**src/rtl/bus_pkg.sv**
```systemverilog
// Shared types and address map for the bus arbiter.
// Holds the region enum, region boundaries and the arbiter state type.
package bus_pkg;

    typedef enum logic [2:0] {
        RGN_NONE,
        RGN_CART,
        RGN_VRAM,
        RGN_WRAM,
        RGN_OAM,
        RGN_IO,
        RGN_HRAM,
        RGN_INT
    } region_e;

    typedef enum logic {
        ST_IDLE,
        ST_XFER
    } arb_state_t;

    localparam logic [15:0] CART0_HI = 16'h7FFF;
    localparam logic [15:0] VRAM_LO  = 16'h8000;
    localparam logic [15:0] VRAM_HI  = 16'h9FFF;
    localparam logic [15:0] CART1_LO = 16'hA000;
    localparam logic [15:0] CART1_HI = 16'hBFFF;
    localparam logic [15:0] WRAM_LO  = 16'hC000;
    localparam logic [15:0] WRAM_HI  = 16'hFDFF;
    localparam logic [15:0] OAM_LO   = 16'hFE00;
    localparam logic [15:0] OAM_HI   = 16'hFE9F;
    localparam logic [15:0] IO_LO    = 16'hFF00;
    localparam logic [15:0] IO_HI    = 16'hFF7F;
    localparam logic [15:0] HRAM_LO  = 16'hFF80;
    localparam logic [15:0] HRAM_HI  = 16'hFFFE;
    localparam logic [15:0] IF_ADDR  = 16'hFF0F;
    localparam logic [15:0] IE_ADDR  = 16'hFFFF;

    // Watchdog trips on the 255th consecutive stalled cycle.
    localparam logic [7:0] WD_LAST = 8'd254;

endpackage

```
**src/rtl/bus_region_decode.sv**
```systemverilog
// Combinational address-to-region decoder.
// Only the low 16 address bits participate in the map.
module bus_region_decode
    import bus_pkg::*;
#(
    parameter int ADDR_W = 16
) (
    input  logic [ADDR_W-1:0] addr_i,
    output region_e           region_o
);

    logic [15:0] a;

    assign a = 16'(addr_i);

    // Interrupt registers sit inside the IO/HRAM windows, so test them first.
    always_comb begin
        region_o = RGN_NONE;
        if (a == IF_ADDR || a == IE_ADDR)
            region_o = RGN_INT;
        else if (a <= CART0_HI)
            region_o = RGN_CART;
        else if (a >= VRAM_LO && a <= VRAM_HI)
            region_o = RGN_VRAM;
        else if (a >= CART1_LO && a <= CART1_HI)
            region_o = RGN_CART;
        else if (a >= WRAM_LO && a <= WRAM_HI)
            region_o = RGN_WRAM;
        else if (a >= OAM_LO && a <= OAM_HI)
            region_o = RGN_OAM;
        else if (a >= IO_LO && a <= IO_HI)
            region_o = RGN_IO;
        else if (a >= HRAM_LO && a <= HRAM_HI)
            region_o = RGN_HRAM;
    end

endmodule

```
**src/rtl/bus_arbiter.sv**
```systemverilog
// Multi-master bus arbiter with burst counting and PPU blocking.
// Optional stall watchdog enabled by BUS_ARB_WATCHDOG_EN.
module bus_arbiter
    import bus_pkg::*;
#(
    parameter int NUM_MASTERS = 3,
    parameter int ADDR_W      = 16,
    parameter int RR_MODE     = 0
) (
    input  logic                          clk,
    input  logic                          n_reset,
    input  logic [NUM_MASTERS-1:0]        req,
    input  logic [NUM_MASTERS*ADDR_W-1:0] addr,
    input  logic [NUM_MASTERS*8-1:0]      burst_len,
    input  logic                          vram_block,
    input  logic                          oam_block,
    output logic [NUM_MASTERS-1:0]        grant,
    output logic [ADDR_W-1:0]             sel_addr,
    output logic                          cart_target,
    output logic                          vram_target,
    output logic                          wram_target,
    output logic                          oam_target,
    output logic                          hram_target,
    output logic                          io_target,
    output logic                          int_target,
    output logic                          stall,
    output logic [NUM_MASTERS-1:0]        done,
    output logic                          err
);

    localparam int IDX_W = $clog2(NUM_MASTERS);

    arb_state_t             state_q, state_d;
    logic [IDX_W-1:0]       owner_q, owner_d;
    logic [IDX_W-1:0]       ptr_q, ptr_d;
    logic [7:0]             cnt_q, cnt_d;
    logic [NUM_MASTERS-1:0] grant_q, grant_d;
    logic [IDX_W-1:0]       win_idx;
    logic                   win_vld;
    logic [7:0]             win_len;
    logic                   xfer;
    logic                   own_req;
    logic                   blocked;
    logic                   wd_trip;
    region_e                rgn;

    assign xfer     = (state_q == ST_XFER);
    assign own_req  = req[owner_q];
    assign sel_addr = xfer ? addr[owner_q*ADDR_W +: ADDR_W] : '0;
    assign grant    = grant_q;

    bus_region_decode #(
        .ADDR_W (ADDR_W)
    ) u_decode (
        .addr_i   (sel_addr),
        .region_o (rgn)
    );

    assign blocked = xfer
                   && ((rgn == RGN_VRAM && vram_block)
                    || (rgn == RGN_OAM && oam_block));

    assign stall       = blocked;
    assign cart_target = xfer && rgn == RGN_CART;
    assign vram_target = xfer && rgn == RGN_VRAM && !vram_block;
    assign wram_target = xfer && rgn == RGN_WRAM;
    assign oam_target  = xfer && rgn == RGN_OAM && !oam_block;
    assign io_target   = xfer && rgn == RGN_IO;
    assign hram_target = xfer && rgn == RGN_HRAM;
    assign int_target  = xfer && rgn == RGN_INT;

    // Descending scan so the highest-priority candidate is written last.
    always_comb begin
        int j;
        j       = 0;
        win_vld = 1'b0;
        win_idx = '0;
        if (RR_MODE == 0) begin
            for (int i = NUM_MASTERS - 1; i >= 0; i--) begin
                if (req[i]) begin
                    win_vld = 1'b1;
                    win_idx = IDX_W'(i);
                end
            end
        end else begin
            for (int k = NUM_MASTERS; k >= 1; k--) begin
                j = (int'(ptr_q) + k) % NUM_MASTERS;
                if (req[j]) begin
                    win_vld = 1'b1;
                    win_idx = IDX_W'(j);
                end
            end
        end
    end

    assign win_len = burst_len[win_idx*8 +: 8];

`ifdef BUS_ARB_WATCHDOG_EN
    logic [7:0] wd_q, wd_d;
    logic       err_q, err_d;

    assign wd_trip = blocked && own_req && (wd_q == WD_LAST);
    assign wd_d    = (blocked && own_req) ? wd_q + 8'd1 : 8'd0;
    assign err_d   = err_q | wd_trip;
    assign err     = err_q;

    always_ff @(posedge clk or negedge n_reset) begin
        if (!n_reset) begin
            wd_q  <= '0;
            err_q <= 1'b0;
        end else begin
            wd_q  <= wd_d;
            err_q <= err_d;
        end
    end
`else
    assign wd_trip = 1'b0;
    assign err     = 1'b0;
`endif

    always_comb begin
        state_d = state_q;
        owner_d = owner_q;
        ptr_d   = ptr_q;
        cnt_d   = cnt_q;
        grant_d = grant_q;
        done    = '0;
        unique case (state_q)
            ST_IDLE: begin
                if (win_vld) begin
                    state_d = ST_XFER;
                    owner_d = win_idx;
                    ptr_d   = win_idx;
                    grant_d = NUM_MASTERS'(1) << win_idx;
                    cnt_d   = (win_len == 8'd0) ? 8'd1 : win_len;
                end
            end
            ST_XFER: begin
                if (!own_req || wd_trip) begin
                    state_d = ST_IDLE;
                    grant_d = '0;
                    cnt_d   = '0;
                end else if (!blocked) begin
                    cnt_d = cnt_q - 8'd1;
                    if (cnt_q == 8'd1) begin
                        done    = grant_q;
                        state_d = ST_IDLE;
                        grant_d = '0;
                    end
                end
            end
            default: state_d = ST_IDLE;
        endcase
    end

    always_ff @(posedge clk or negedge n_reset) begin
        if (!n_reset) begin
            state_q <= ST_IDLE;
            owner_q <= '0;
            ptr_q   <= IDX_W'(NUM_MASTERS - 1);
            cnt_q   <= '0;
            grant_q <= '0;
        end else begin
            state_q <= state_d;
            owner_q <= owner_d;
            ptr_q   <= ptr_d;
            cnt_q   <= cnt_d;
            grant_q <= grant_d;
        end
    end

endmodule
```
**config.mk**
```make
export PLATFORM = sky130hd
export DESIGN_NAME = bus_arbiter
export DESIGN_NICKNAME = d
export VERILOG_FILES = /design/src/rtl/bus_pkg.sv /design/src/rtl/bus_region_decode.sv /design/src/rtl/bus_arbiter.sv
export SDC_FILE = /design/constraint.sdc
export NUM_CORES = 1
export LEC_CHECK = 0
export BUFFER_PORTS_ARGS = -buffer_cell sky130_fd_sc_hd__buf_2
export CAP_MARGIN = 0
export CORE_MARGIN = 5
export CORE_UTILIZATION = 35
export DETAILED_ROUTE_END_ITERATION = 16
export GPL_TIMING_DRIVEN = 0
export PLACE_DENSITY = 0.71
export SLEW_MARGIN = 30
export SYNTH_ARGS = -nofsm -noshare
export SYNTH_HDL_FRONTEND = slang
export SYNTH_HIERARCHICAL = 1
export SYNTH_SLANG_ARGS = --single-unit
```
**constraint.sdc**
```tcl
create_clock -name clk -period 3.1 [get_ports clk]
set_input_delay 0.62 -clock clk [delete_from_list [all_inputs] [get_ports clk]]
set_output_delay 0.62 -clock clk [all_outputs]
set_load 0.05 [all_outputs]
```
==> results of run 1 <==
## repair_timing
item	CTS	global route
cloned	2	0
buffers inserted	13	7
resized for setup	43	27
pin swaps	8	14
endpoints found under the setup margin	22	19
## registers in the layout, indices dropped and copies added, names as in the netlist
register / flops
state_q: 1
cnt_q: 8
grant: 3
owner_q: 2
## routing by layer
metal	wire (µm)	global-route usage	vias to the layer above
met5	0	0	-
met4	55	0.0464	0
met3	538	0.0351	5
met2	3270	0.348	109
met1	2590	0.252	1063
li1	-	-	1117
## per-stage QoR
| stage | cells | power, µW |
|---|---|---|
| after floorplan | 234 | 1940 |
| after detailed placement | 395 | 2330 |
| after global placement | 395 | 2310 |
| final | 418 | 2830 |
| after CTS | 413 | 2690 |
| after global routing | 418 | 3020 |
## critical path, cell delays in order, from the launching register on
cell	delay, ps
dfrtp_2	450
buf_8	160
mux2i_1	110
nor2_1	150
a21oi_2	60
nor2_4	80
nand4_1	150
o41ai_2	360
o2bb2ai_2	180
nand3b_1	100
a211o_1	340
nand3_2	110
nor2_4	60
and2_4	160
buf_6	140
## kinds of logic after synthesis
kind of cell,Yosys count
adder cells (fa/ha/maj),2
AO/OA/AOI/OAI,68
multiplexers,17
other,1
buffers and inverters,28
AND/OR/NAND/NOR,104
flip-flops,14
## where the power goes
group,internal (µW),switching (µW)
sequential,263,88.5
clock,86.2,67.9
combinational,824,1500
## path summary, 6_finish.rpt
| check | from | depth (start not counted) | endpoint | slack (ps) |
|---|---|---|---|---|
| max | owner_q[1] | 14 | done[1] | -380 |
| min | n_reset | 1 | cnt_q[5] | 260 |
| max reg2reg | owner_q[1] | 18 | cnt_q[3] | -170 |
| min reg2reg | cnt_q[6] | 1 | cnt_q[6] | 500 |
| max in group asynchronous | n_reset | 1 | owner_q[1] | 2560 |
| min in group clk | cnt_q[6] | 1 | cnt_q[6] | 500 |
## cells in the final DEF (no fill, tap or decap), types with 4 or more instances in the layout
cell type  count
buf_2         98
nor2_1        31
nor2_4        22
buf_4         20
mux2i_1       17
buf_6         15
dfrtp_1       13
a21oi_2       11
a21oi_1       11
inv_1         10
o21ai_1        6
clkbuf_8       5
nor2_2         5
o21ai_0        5
clkbuf_1       4
nand2_1        4
a22o_1         4
o221ai_1       4
nor3_1         4
or4b_1         4
nand4_1        4
## layout make-up
class                           instances  area, µm²  share of cell area
Sequential cell                        14        352               0.118
Timing Repair Buffer                  128        787               0.265
Multi-Input combinational cell        192       1530               0.517
Clock buffer                            3       41.3              0.0139
Inverter                               11       45.0              0.0152
Tap cell                               54       67.6              0.0228
Buffer                                 16        143              0.0480
==> flow_summary.json, run 1 <==
{
  "ys_ff_latch": 14,
  "gp_congestion": 0.911,
  "finalHoldViolCount": 0,
  "fmax_mhz": 287,
  "cts.sinks": 14,
  "synthXorXnorAreaFrac": 0,
  "muxShareOfSynthArea": 0.102,
  "firstDrtPassIters": 4,
  "core-area_um2": 4690,
  "seq_area_frac_synth": 0.209,
  "min_period_over_period": 1.12,
  "ys_warn_count": 6,
  "crit_path_start_kind": "flop",
  "hp-class": "primary input to async pin",
  "antenna_found_initial": 0,
  "postCtsHoldBufs": 0,
  "outcome": "finished, violations left",
  "die_w_um": 79.2,
  "routed_wl_um": 6460,
  "synth_area_leaders": "dfrtp_1 (21%), nor2_1 (13%), mux2i_1 (10%)",
  "cts_tree": "built",
  "grt_pass1_wl_um": 10100,
  "grt_max_degree": 15,
  "period_needed_ps": 3480,
  "syn_nets": 315,
  "syn_area_per_cell_um2": 7.15,
  "crit_path_end_kind": "primary output",
  "placed_area_um2": 2530,
  "worstSkewPairLatency_ps": 250,
  "drv_cap": 0,
  "die_y_um": 79.2,
  "synth_area_um2": 1670,
  "synth-adder-area-share": 0.0149,
  "finalSetupViolations": 19,
  "synth_top_flop_cell": "dfrtp_1",
  "grt_pass1_vias": 2219,
  "synth_enable_flop_cells": 0,
  "cp_data_required_time_ps": 2480,
  "drv_slew": 0,
  "initial_core_util": 0.357,
  "final_antenna_net_count": 0,
  "rows": 25,
  "port_buffers": 107,
  "utilization": 0.633,
  "vdd_drop_max_mv": 0.438,
  "grt_overflow": 0,
  "setup_ws_ps": -381,
  "violations": "negative setup slack",
  "slew_headroom": 0.358,
  "netlist.top_cell.by_area": "dfrtp_1",
  "p_leak_uw": 0.00137,
  "cts_root_buffer": "clkbuf_8",
  "worst_pin_slew_ps": 955,
  "hold_ws_ps": 264,
  "grt_setup_unrepaired": "true",
  "ys_async_sr_fraction": 1.00,
  "routed_via_density": 5.49,
  "synthTopCellsByCount": "nor2_1 (57), a21oi_1 (23), mux2i_1 (17)",
  "synth_top_family_by_area": "simple AND/OR/NAND/NOR gates",
  "dieArea_um2": 6270,
  "ctsHtreeMaxLevel": 1,
  "numCtsBuffers": 3,
  "dpl.hpwl_um": 4720,
  "vias": 2294,
  "cts_buffer_depth": 2,
  "clock-skew-final_ps": 2.51,
  "syn2layout_area_growth_pct": 77.4,
  "drive_above_1_share": 0.563,
  "syn_inst": 234,
  "pre_cts_ws_ps": -709,
  "finalSetupTns_ps": -3030,
  "synth_compound_area_frac": 0.291,
  "drt-initial-drc-count": 90,
  "drc": 0,
  "yosys.cell_count.top_type": "nor2_1",
  "avgRoutedWirePerCell_um": 15.4,
  "crit_path_max_fanout": 8,
  "path_clk_slew_ps": 60,
  "yosysTopAreaCellShare": 0.209,
  "arrival_ps": 2860,
  "io_pins": 110,
  "critical_path_class": "flop to primary output",
  "synth.distinct_cells": 46,
  "power.density_nw_per_um2": 952,
  "grt_usage": 0.199,
  "yosys.area_share.simple": 0.300,
  "nFillCells": 416,
  "n_antenna_cell": 0,
  "layout.nets": 447,
  "finish.instance_area_um2": 2970
}
Power figures use the tool's default switching activity.
==> run 2, diff against run 1 <==
--- a/config.mk
+++ b/config.mk
@@ -9,6 +9,7 @@
 export CAP_MARGIN = 0
 export CORE_MARGIN = 5
 export CORE_UTILIZATION = 35
+export CTS_BUF_LIST = sky130_fd_sc_hd__clkbuf_4
 export DETAILED_ROUTE_END_ITERATION = 16
 export GPL_TIMING_DRIVEN = 0
 export PLACE_DENSITY = 0.71
==> constraint.sdc (replaced) <==
create_clock -name clk -period 3.14 [get_ports clk]
set_input_delay 0.628 -clock clk [delete_from_list [all_inputs] [get_ports clk]]
set_output_delay 0.628 -clock clk [all_outputs]
set_load 0.05 [all_outputs]
==> flow_summary.json, run 2 (synthesis gave the netlist of run 1 again) <==
{
  "outcome": "finished, violations left",
  "violations": "negative setup slack",
  "pre_cts_ws_ps": -677,
  "setup_ws_ps": -364,
  "crit_path_max_fanout": 8,
  "power.density_nw_per_um2": 934,
  "dieArea_um2": 6270,
  "port_buffers": 107,
  "cts_buffer_depth": 2,
  "routed_wl_um": 6400,
  "n_antenna_cell": 0,
  "vdd_drop_max_mv": 0.405,
  "cp_slowest_cell": "dfrtp_1",
  "critical_path_class": "flop to primary output",
  "fmax_mhz": 285,
  "path_clk_slew_ps": 90,
  "postCtsHoldBufs": 0,
  "path_buf_inv": 3,
  "placed_area_um2": 2530,
  "clock-skew-final_ps": 3.09,
  "max_stage_delay_ps": 380,
  "final_cell_mix": "buf_2 (97), nor2_1 (31), nor2_4 (22)",
  "r2r_start": "owner_q[1]",
  "numCtsBuffers": 3,
  "die_w_um": 79.2,
  "grt_overflow": 0,
  "grt_max_degree": 15,
  "initial_core_util": 0.357,
  "firstDrtPassIters": 4,
  "grt_pass1_wl_um": 10200,
  "dpl.hpwl_um": 4720,
  "drv_cap": 0,
  "drc": 0,
  "finalPower_uw": 2790,
  "drv_slew": 0,
  "hp-class": "primary input to async pin",
  "routed_via_density": 5.38,
  "p_leak_uw": 0.00136,
  "antenna_found_initial": 0,
  "final_antenna_net_count": 0,
  "avgRoutedWirePerCell_um": 15.5,
  "utilization": 0.637,
  "syn2layout_area_growth_pct": 78.6,
  "finalHoldViolCount": 0,
  "final_common_cell": "buf_2",
  "drive_above_1_share": 0.558,
  "finish.instance_area_um2": 2990,
  "cts.sinks": 14,
  "core-area_um2": 4690,
  "grt_setup_unrepaired": "true",
  "largest_reg_flops": 8,
  "gp_congestion": 0.911,
  "die_y_um": 79.2,
  "rows": 25,
  "path_cells": "buf_6, buf_6, mux2i_1, nor2_1, a21oi_2, nor2_4, nand4_1, o41ai_2, o2bb2ai_2, nand3b_1, a211o_1, nand3_2, nor2_4, and2_4, buf_8",
  "crit_path_start_kind": "flop",
  "cts_tree": "built",
  "cts_root_buffer": "clkbuf_4",
  "startpoint": "owner_q[1]",
  "min_period_over_period": 1.12,
  "layout.nets": 443,
  "vias": 2229,
  "finalSetupTns_ps": -1720,
  "cp_data_required_time_ps": 2510,
  "ctsHtreeMaxLevel": 1,
  "io_pins": 110,
  "drt-initial-drc-count": 87,
  "period_needed_ps": 3500,
  "worst_pin_slew_ps": 874,
  "path_delay_family": "compound AO/OA/AOI/OAI gates",
  "finalSetupViolations": 10,
  "regMostFlops": "cnt_q",
  "grt_pass1_vias": 2203,
  "slew_headroom": 0.412,
  "worstSkewPairLatency_ps": 290,
  "crit_path_end_kind": "primary output",
  "arrival_ps": 2880,
  "grt_usage": 0.200
}
## run 2: cell count changes in the layout (fill, tap and decap cells not counted), sizes merged
cell,delta
buf,-4
## run 2: path summary, 6_finish.rpt
| kind | to | slack, ps | depth (start not counted) |
|---|---|---|---|
| worst max-delay path | done[1] | -360 | 15 |
| worst min-delay path | cnt_q[0] | 230 | 1 |
| worst max register to register | cnt_q[3] | -10 | 19 |
| worst min register to register | cnt_q[6] | 500 | 1 |
| max in group asynchronous | cnt_q[1] | 2660 | 1 |
| min in group clk | cnt_q[6] | 500 | 1 |
## run 2: routing by layer
layer,wire length (µm),global-route usage,up-vias
met1,2660,0.251,1025
li1,-,-,1111
met2,3240,0.351,89
met5,0,0,-
met3,451,0.0351,4
met4,50,0.0515,0
## run 2: area by class of cell
type / instances / area [µm²]
well taps: 54 / 67.6
flip-flops and latches: 14 / 350
multi-input cells: 192 / 1550
repair buffers: 123 / 781
clock buffers: 3 / 22.5
plain buffers: 17 / 176
inverters: 11 / 45.0
fillers: 415 / 1700
## run 2: timing repair
action	CTS	global route
pin swaps	11	9
resized for setup	63	17
cloned	2	0
endpoints found under the setup margin	22	19
buffers inserted	11	4
## run 2: per-stage QoR
stage | cells | hold WS [ps]
after floorplan | 234 | 332
after global placement | 395 | 482
after detailed placement | 395 | 478
after CTS | 411 | 234
after global routing | 414 | 259
final | 414 | 231
## run 2: power by group
part / total (µW) / internal [µW] / leakage, µW / switching (µW)
clock: 107 / 44.6 / 0.0000138 / 61.9
combinational: 2350 / 857 / 0.00117 / 1500
sequential: 332 / 257 / 0.000177 / 74.8
total: 2790 / 1160 / 0.00136 / 1630
